--- config.mk ---
export PLATFORM = sky130hd
export DESIGN_NAME = instr_fetch_unit
export DESIGN_NICKNAME = d
export VERILOG_FILES = /design/src/rtl/instr_fetch_unit.sv
export SDC_FILE = /design/constraint.sdc
export NUM_CORES = 1
export LEC_CHECK = 0
export BUFFER_PORTS_ARGS = -buffer_cell sky130_fd_sc_hd__buf_4
export CAP_MARGIN = 20
export CORE_MARGIN = 1.5
export CORE_UTILIZATION = 30
export CTS_BUF_LIST = sky130_fd_sc_hd__clkbuf_16
export CTS_CLUSTER_DIAMETER = 100
export DETAILED_ROUTE_END_ITERATION = 7
export HOLD_SLACK_MARGIN = 0.02
export SETUP_SLACK_MARGIN = 0.3
export SLEW_MARGIN = 25
export SYNTH_ARGS = -nofsm -noshare
export SYNTH_HDL_FRONTEND = slang
export SYNTH_SLANG_ARGS = --single-unit
export TNS_END_PERCENT = 30
--- constraint.sdc ---
create_clock -name CLK -period 6.8 [get_ports CLK]
set_clock_uncertainty 0.05 [all_clocks]
set_input_delay 0.34 -clock CLK [delete_from_list [all_inputs] [get_ports CLK]]
set_output_delay 0.34 -clock CLK [all_outputs]
set_load 0.005 [all_outputs]
--- src/rtl/instr_fetch_unit.sv ---
// Instruction fetch front end: reads a sync-read instruction memory and feeds the
// instruction queue in program order, absorbing back-pressure with an out + skid buffer.
module instr_fetch_unit #(
    parameter int unsigned          PC_W     = 8,
    parameter int unsigned          INSTR_W  = 16,
    parameter logic [PC_W-1:0]      RESET_PC = '0,
    parameter logic [3:0]           HALT_OPC = 4'hF
) (
    input  logic                CLK,
    input  logic                CLR,
    input  logic                cheio,
    output logic                adc,
    output logic [INSTR_W-1:0]  instrOut,
    output logic                imemRd,
    output logic [PC_W-1:0]     imemAddr,
    input  logic [INSTR_W-1:0]  imemData,
    input  logic                redir,
    input  logic [PC_W-1:0]     redirPC,
    output logic [PC_W-1:0]     pc,
    output logic                halted
);

    localparam int unsigned OCC_W = 2;

    logic [PC_W-1:0]    r_pc;
    logic               r_out_v;
    logic [INSTR_W-1:0] r_out_i;
    logic               r_sk_v;
    logic [INSTR_W-1:0] r_sk_i;
    logic               r_infl;
    logic               r_halted;

    logic               w_fire;
    logic [OCC_W-1:0]   w_occ;
    logic [OCC_W-1:0]   w_occ_after;
    logic               w_ret_halt;
    logic               w_issue;
    logic               w_out_v_n;
    logic [INSTR_W-1:0] w_out_i_n;
    logic               w_sk_v_n;
    logic [INSTR_W-1:0] w_sk_i_n;

    // Handshake and issue decision; redirect gates adc so no wrong-path push occurs.
    always_comb begin
        w_fire      = r_out_v & ~cheio & ~redir;
        w_occ       = OCC_W'(r_out_v) + OCC_W'(r_sk_v) + OCC_W'(r_infl);
        w_occ_after = w_occ - OCC_W'(w_fire);
        w_ret_halt  = r_infl & (imemData[INSTR_W-1 -: 4] == HALT_OPC);
        w_issue     = CLR & ~r_halted & ~redir & ~w_ret_halt & (w_occ_after < OCC_W'(2));
    end

    // Buffer movement: the older skid entry advances before the returning word lands.
    always_comb begin
        w_out_v_n = r_out_v & ~w_fire;
        w_out_i_n = r_out_i;
        w_sk_v_n  = r_sk_v;
        w_sk_i_n  = r_sk_i;
        if (r_sk_v && !w_out_v_n) begin
            w_out_v_n = 1'b1;
            w_out_i_n = r_sk_i;
            w_sk_v_n  = 1'b0;
        end
        if (r_infl) begin
            if (!w_out_v_n) begin
                w_out_v_n = 1'b1;
                w_out_i_n = imemData;
            end else begin
                w_sk_v_n  = 1'b1;
                w_sk_i_n  = imemData;
            end
        end
    end

    always_ff @(posedge CLK) begin
        if (!CLR) begin
            r_pc     <= RESET_PC;
            r_out_v  <= 1'b0;
            r_out_i  <= '0;
            r_sk_v   <= 1'b0;
            r_sk_i   <= '0;
            r_infl   <= 1'b0;
            r_halted <= 1'b0;
        end else if (redir) begin
            r_pc     <= redirPC;
            r_out_v  <= 1'b0;
            r_sk_v   <= 1'b0;
            r_infl   <= 1'b0;
            r_halted <= 1'b0;
        end else begin
            r_out_v  <= w_out_v_n;
            r_out_i  <= w_out_i_n;
            r_sk_v   <= w_sk_v_n;
            r_sk_i   <= w_sk_i_n;
            r_infl   <= w_issue;
            if (w_issue) begin
                r_pc <= r_pc + PC_W'(1);
            end
            if (w_ret_halt) begin
                r_halted <= 1'b1;
            end
        end
    end

    assign adc      = r_out_v & ~redir;
    assign instrOut = r_out_i;
    assign imemRd   = w_issue;
    assign imemAddr = r_pc;
    assign pc       = r_pc;
    assign halted   = r_halted;

endmodule

# Word-level counts from Yosys, hierarchy flattened
# Cells that the tools add are included.
[word_totals]
regBits = 44
in_bits = 28
word_cells = 43
output_inout_bits = 35
[op_classes]
reduce_logical = 5
n_addsub = 4
eq_ne = 1
mux = 10
magnitude_cmp = 1
bitwise = 15
[op_table]
columns = ["cell", "n"]
rows = [
  ["16-bit two-way mux", 3],
  ["8-bit two-way mux", 2],
  ["1-bit AND", 9],
  ["8-bit by 1-bit adder with 8-bit output (second input constant)", 1],
  ["1-bit inverter", 6],
  ["1-bit two-way mux", 5],
  ["4-bit == test (second input constant)", 1],
  ["3-bit AND reduction", 1],
  ["1-bit by 1-bit adder with 2-bit output", 1],
  ["2-bit by 1-bit adder with 2-bit output", 1],
  ["2-bit less-than comparator (second input constant)", 1],
  ["2-bit nonzero test", 1],
  ["2-bit OR reduction", 1],
  ["2-bit by 1-bit subtractor with 2-bit output", 1],
  ["1-bit logical AND", 1],
  ["1-bit zero test", 1],
]

# Depth between registers and ports, before layout
# Gate-level depths: netlist of run 1.
[logic_depth]
depth_word = 10
mapped_depth = 11
ltp_nobuf = 9

# Least setup slack after synthesis of run 1
# OpenSTA, ideal clock, no wires.
[synth_timing]
path_type = "in2out"
from = "in redir"
to = "out imemRd"
arrival_time_ns = 2.179
slack_ns = 4.231
required_ns = 6.410
cell_stages = 10
path_buffers = 2
cell_sequence = "buf_1 > nor2b_1 > nor2b_1 > ha_1 > inv_1 > ha_1 > a21oi_4 > xnor2_1 > buf_6 > nor3_1"
[synth_between]
elab_chain_cells = 5
elab_cells_between_ends = 7
classes_between = "1 x add/sub; 1 x order compare; 5 x bitwise"
[synth_rtl]
columns = ["element", "line", "source"]
rows = [
  ["from (decl)", "17", "input logic redir,"],
  ["1-bit inverter (no source line) *", "n/a", ""],
  ["1-bit AND", "45", "w_fire = r_out_v & ~cheio & ~redir;"],
  ["2-bit by 1-bit subtractor with 2-bit output", "47", "w_occ_after = w_occ - OCC_W'(w_fire);"],
  ["2-bit less-than comparator", "49", "w_issue = CLR & ~r_halted & ~redir & ~w_ret_halt & (w_occ_after < OCC_W'(2));"],
  ["1-bit AND *", "49", ""],
  ["to (decl)", "14", "output logic imemRd,"],
]
# Mark *: on every way between the ends. The rest lies on a longest branch, timed or not.

# Worst setup path in the final report of run 1
[layout_timing]
from = "reg r_out_v"
to = "out imemRd"
[layout_between]
elab_chain_cells = 5
elab_cells_between_ends = 7
classes_between = "3 x add/sub; 1 x order compare; 3 x bitwise"
[layout_rtl]
columns = ["element", "line", "source"]
rows = [
  ["from (decl)", "26", "logic r_out_v;"],
  ["from (signal assigned)", "90", "r_out_v <= w_out_v_n;"],
  ["1-bit by 1-bit adder with 2-bit output / 1-bit AND (equally long branches)", "46, 45", ""],
  ["2-bit by 1-bit adder with 2-bit output / 1-bit AND (equally long branches)", "46, 45", ""],
  ["2-bit by 1-bit subtractor with 2-bit output *", "47", ""],
  ["2-bit less-than comparator *", "49", ""],
  ["1-bit AND *", "49", ""],
]
# Marks and branches as above.

==> out/metrics.csv, run 1 <==
stage;metric;value;unit
global_route;track_usage;14.6;%
worst_setup_path;start_kind;flip-flop;
pwr;p_switching;139;µW
pwr;clockPowerShare;40.1;%
sta;tightest_slew;911;ps
global_route;gr-total-overflow;0;
synthesis;yosys_most_used_dff;dfxtp_1;
finish;layout-drive-gt1-share;25.8;%
clock_tree;clockRootBuffer;clkbuf_16;
synthesis;avgSynthCellArea;8.81;µm²
sta;setup_viol;0;
worst_setup_path;cp.required;6410;ps
floorplan;io_pins;63;
finish;multi_input_area;967;µm²
synthesis;synthMuxAreaShare;8.01;%
synthesis;synth-adder-area-share;1.88;%
global_route;grt_max_degree;29;
drt;via_per_inst;5.28;
outcome;status;completed;
sta;fmax;320;MHz
clock_tree;cts_setup_buffers;0;
synthesis;yosys.area_share.simple;13.8;%
worst_setup_path;cpMaxStageDelayCell;xnor2_1;
sta;fin_tns_setup;0;ps
clock_tree;clk_path_buf_depth;2;
finish;seqCellArea;881;µm²
drt;wire_per_inst;14.8;µm
finish;fillers;636;
sta;drv_slew;0;
floorplan;fp.dieW;84.7;µm
synthesis;synth_cell_types;42;
drt;drt_iter0_markers;60;
worst_setup_path;critPathMaxStageDelay;690;ps
worst_setup_path;cp.arrival;2730;ps
synthesis;synth_compound_area_share;23.8;%
drt;dr_total_vias;1860;
job;maxCapViolCount;0;
floorplan;num_rows;29;
worst_setup_path;crit_buf_inv;2;
finish;layout.nets;306;
global_route;grt_pass1_vias;1725;
floorplan;die-area;7170;µm²
pwr;seq_power_share;48.1;%
sta;slew_headroom;39.0;%
clock_tree;clk_pin_slew;60;ps
synthesis;yosysSeqAreaShare;44.0;%
floorplan;core;6390;µm²
sta;hold_violations;0;
place;io_buffers;62;
pwr;switching_share;24.1;%
finish;syn_to_final_growth;28.6;%
clock_tree;clkLatencyLatePin;280;ps
sta;rsz0062_at_grt;false;
synthesis;synth_area;2000;µm²
pwr;p_comb_share;11.8;%
pwr;leakagePower;0.00103;µW
floorplan;start_util;31.3;%
worst_setup_path;crit_type;reg2out;
drt;detail-route-antenna-nets;0;
worst_setup_path;path_cells;nor2b_1 > nor2b_1 > ha_1 > inv_1 > ha_1 > a21oi_4 > xnor2_1 > nor3_1 > buf_4;
clock_tree;cts.repair.resized;0;
worst_setup_path;cp_max_fo;13;
drt;drc;0;
worst_hold_path;hp-class;in2reg;
finish;diodes;0;
drt;wl;5.23;mm
synthesis;synth_top_family_by_area;compound AO/OA/AOI/OAI gates;
clock_tree;htree_num_levels;2;
drt;first_pass_iters;5;
synthesis;ys_warn_count;0;
global_route;antenna_found_initial;0;
clock_tree;tritoncts;done;
clock_tree;numCtsBuffers;5;
synthesis;synth_edf_count;0;
floorplan;dieHeight;84.7;µm
pwr;irDropWorstVdd;119;µV
synthesis;async_reset_ff_share;0;%
synthesis;synth_xor_area_share;0.876;%
pwr;p_int;436;µW
clock_tree;cts_sinks;44;
pwr;power.density;223;nW/µm²
sta;finalCritPeriodShare;45.9;%
finish;fin_util;40.3;%
synthesis;syn-num-nets;258;
worst_setup_path;critPathCaptureType;output pin;
place;place.detailed.hpwl;3.45;mm
global_route;grt_pass1_wl;8.49;mm
clock_tree;postCtsHoldBufs;0;
worst_setup_path;cp_top_family;XOR/XNOR gates;
synthesis;syn_inst;227;
sta;min_period;3120;ps
place;gp_congestion;0.788;
synthesis;ys_ff_latch;44;
worst reg2reg max path, stage by stage (launching register included):
cell and delay [ps]:
dfxtp_1 420, nor2b_1 200, nor2b_1 170, ha_1 140, inv_1 40, ha_1 310
a21oi_4 70, xnor2_1 690, nor4_1 110, o311a_1 350
state kept, by name, indices dropped and copies added (netlist names):
signal	count
halted	1
r_out_v	1
imemAddr	8
r_infl	1
r_sk_i	16
r_sk_v	1
instrOut	16
layer usage:
layer	share of wire (%)	global-route usage [%]	vias to the layer above
met5	0	0	-
met4	1.3	5.28	0
met3	7.7	4.42	8
met2	43	23.3	70
met1	48	18.8	856
li1	-	-	926
logic make-up (layout without fill, tap and decap cells):
| group | after synthesis | in the layout |
|---|---|---|
| AOI/OAI and AO/OA | 79 | 79 |
| DFF | 44 | 44 |
| and+or+nand+nor | 55 | 55 |
| xor gates and xnor gates | 2 | 2 |
| buffers and inverters | 28 | 76 |
| muxes | 16 | 16 |
| adders and majority gates | 3 | 3 |
final cells by class:
cell class | count | share of cell area, %
Clock buffer | 5 | 4.86
Sequential cell | 44 | 34.2
Inverter | 7 | 1.02
Tap cell | 77 | 3.74
Clock inverter | 2 | 0.486
Timing Repair Buffer | 62 | 18.1
Multi-Input combinational cell | 155 | 37.6
power by group through the flow:
stage,registers [µW],logic [µW],clock network [µW]
floorplan,281,32.9,0
global placement,282,68.0,0
detailed placement,282,68.0,0
CTS,276,68.3,236
global route,278,74.6,242
finish,276,67.7,230
synth_stat cells (4+ instances only):
library cell	n	area share [%]
nor2_1	20	3.8
a21oi_1	19	4.8
clkbuf_1	8	1.5
mux2i_1	16	8.0
o21ai_0	25	6.3
dfxtp_1	44	44
inv_1	5	0.94
nand2_1	9	1.7
nor3_1	4	1.0
buf_4	8	3.0
nor2b_1	4	1.3
a31oi_1	4	1.3
o22ai_1	15	4.7
cell usage in the layout, fill, tap and decap left out, drive strengths merged, types with 3 or more instances in the layout:
cell type / count
ha: 3
mux2i: 16
a21oi: 20
buf: 62
o22ai: 15
clkinv: 3
nand2: 9
a211oi: 3
dfxtp: 44
nor3: 5
o21ai: 26
nor2: 20
nand3: 3
inv: 5
nor2b: 4
a311oi: 3
a31oi: 4
clkbuf: 5
worst paths after layout:
kind | startpoint | endpoint | slack (ps) | cells past startpoint
hold reg to reg | r_sk_i[11] | r_sk_i[11] | 440 | 2
hold / removal | imemData[2] | r_sk_i[2] | 250 | 3
setup / recovery | r_out_v | imemRd | 3680 | 9
setup reg to reg | r_out_v | imemAddr[3] | 4140 | 9
metrics by stage:
stage / instances / instance area, µm² / total power [µW] / setup slack (ps) / hold WS, ps
6_report: 352 / 2570 / 574 / 3680 / 251
5_1_grt: 352 / 2570 / 595 / 3430 / 274
4_1_cts: 352 / 2570 / 581 / 3710 / 247
3_5_place_dp: 345 / 2440 / 350 / 3930 / 432
3_3_place_gp: 345 / 2440 / 350 / 3970 / 424
2_1_floorplan: 227 / 2000 / 314 / 4230 / 405
(Power assumes the default switching activity.)
==> run 2: changes to the inputs <==
- clock period: 6.8 -> 3.2 ns (I/O delays scaled with it)
==> run 2 against run 1 <==
Sequential power is 110% higher. Hold slack worse by 180 ps. Global-route usage is 0.46 points higher. Non-clock buffer count is 1 higher. Die area stayed put. Routed wire length is 0.80% lower. Clock-buffer cell count stayed put. Register-to-register slack worse by 3500 ps. Sequential share of layout area is 0.65 points lower. Largest power group unchanged. Highest routed layer unchanged.
==> out/metrics.csv, run 2 (synthesis gave the netlist of run 1 again) <==
stage;metric;value;unit
drt;dr_total_vias;1866;
clock_tree;clk_pin_slew;60;ps
sta;fmax;380;MHz
place;place_area;2440;µm²
worst_setup_path;start_kind;flip-flop;
sta;tightest_slew;936;ps
clock_tree;clk_path_buf_depth;2;
pwr;leakagePower;0.00107;µW
global_route;grt_max_degree;28;
finish;diodes;0;
global_route;gr-total-overflow;0;
sta;min_period;2630;ps
worst_setup_path;crit_type;reg2out;
place;place.detailed.hpwl;3.47;mm
place;io_buffers;62;
floorplan;fp.dieW;84.7;µm
finish;layout.nets;307;
pwr;irDropWorstVdd;215;µV
clock_tree;clkLatencyLatePin;280;ps
floorplan;num_rows;29;
finish;seqCellArea;881;µm²
worst_setup_path;critPathCaptureType;output pin;
clock_tree;clockRootBuffer;clkbuf_16;
worst_setup_path;cp.required;2990;ps
clock_tree;htree_num_levels;2;
sta;slew_headroom;37.3;%
drt;drt_iter0_markers;72;
floorplan;start_util;31.3;%
worst_hold_path;worstHoldStart;imemData[1];
sta;finalCritPeriodShare;82.2;%
sta;setup_viol;0;
sta;rsz0062_at_grt;false;
worst_setup_path;cp_max_fo;13;
drt;drc;0;
outcome;status;completed;
finish;fin_area;2620;µm²
global_route;antenna_found_initial;0;
sta;fin_tns_setup;0;ps
global_route;track_usage;15.1;%
floorplan;core;6390;µm²
finish;mostFrequentLayoutCell;buf_4;
sta;drv_slew;0;
floorplan;dieHeight;84.7;µm
global_route;grt_pass1_vias;1826;
worst_setup_path;reg2reg_to;imemAddr[4];
clock_tree;cts_sinks;44;
pwr;power.density;501;nW/µm²
drt;first_pass_iters;4;
clock_tree;tritoncts;done;
drt;wire_per_inst;14.6;µm
finish;layout-drive-gt1-share;26.7;%
worst_setup_path;cp.arrival;2420;ps
global_route;grt_pass1_wl;8.71;mm
finish;fillers;649;
finish;syn_to_final_growth;31.1;%
job;maxCapViolCount;0;
sta;hold_violations;0;
floorplan;io_pins;63;
place;gp_congestion;0.806;
floorplan;die-area;7170;µm²
worst_hold_path;worstHoldEndpoint;r_sk_i[1];
worst_setup_path;rr_startpoint;r_out_v;
worst_setup_path;r2r_cells;9;
finish;multi_input_area;980;µm²
worst_hold_path;hp-class;in2reg;
worst_hold_path;whs_path_depth;3;
drt;detail-route-antenna-nets;0;
finish;layout_common_cells;buf_4 (63), dfxtp_1 (44), o21ai_0 (25);
pwr;total_power;1310;µW
drt;via_per_inst;5.27;
clock_tree;numCtsBuffers;5;
drt;wl;5.18;mm
worst_setup_path;regToRegSetupSlack;680;ps
run 2: final cells by class:
type	count	share of cell area, %
Tap cell	77	3.67
Clock buffer	5	4.77
Sequential cell	44	33.6
Inverter	7	1.00
Multi-Input combinational cell	155	37.3
Timing Repair Buffer	63	18.0
Clock inverter	3	1.62
run 2: stage by stage:
stage	cells	hold slack, ps	utilization (%)	worst slack [ps]
3_3_place_gp	346	354	38.3	632
4_1_cts	354	63.3	41.0	438
2_1_floorplan	227	257	-	838
5_1_grt	354	80.2	41.1	395
3_5_place_dp	346	365	38.3	576
6_report	354	70.7	41.1	570
run 2: worst max-delay path by stage:
stage	slack (ps)	depth (start not counted)	start	end
after CTS	440	9	r_out_v	imemRd
after floorplan	840	11	redir	imemAddr[5]
after global routing	390	9	r_out_v	imemRd
final	570	9	r_out_v	imemRd
after global placement	630	9	r_out_v	imemAddr[3]
after detailed placement	580	9	r_out_v	imemAddr[3]
run 2: routing by layer:
layer / track usage (%) / wire [µm] / up-vias
met5: 0 / 0 / -
met4: 6.45 / 68 / 0
met3: 5.60 / 415 / 7
met2: 22.7 / 2240 / 70
met1: 19.4 / 2460 / 858
li1: - / - / 931
run 2: where the power goes:
group / total [µW] / internal (µW) / switching (µW)
clock: 582 / 367 / 215
combinational: 146 / 75.9 / 69.7
sequential: 587 / 568 / 19.2
total: 1310 / 1010 / 304
run 2: critical path: stages, from the launching register on:
cell and delay [ps]:
dfxtp_1 410, nor2b_1 190, nor2b_1 160, ha_1 240, inv_1 60, ha_1 250
a21oi_4 200, xnor2_2 190, nor3_2 280, buf_4 150
run 2: repair_timing:
action,4_1_cts,5_1_grt
gates resized for setup,1,1
hold buffers,0,0
gates cloned,0,0
endpoints found under the setup margin,1,1
setup buffers,0,0
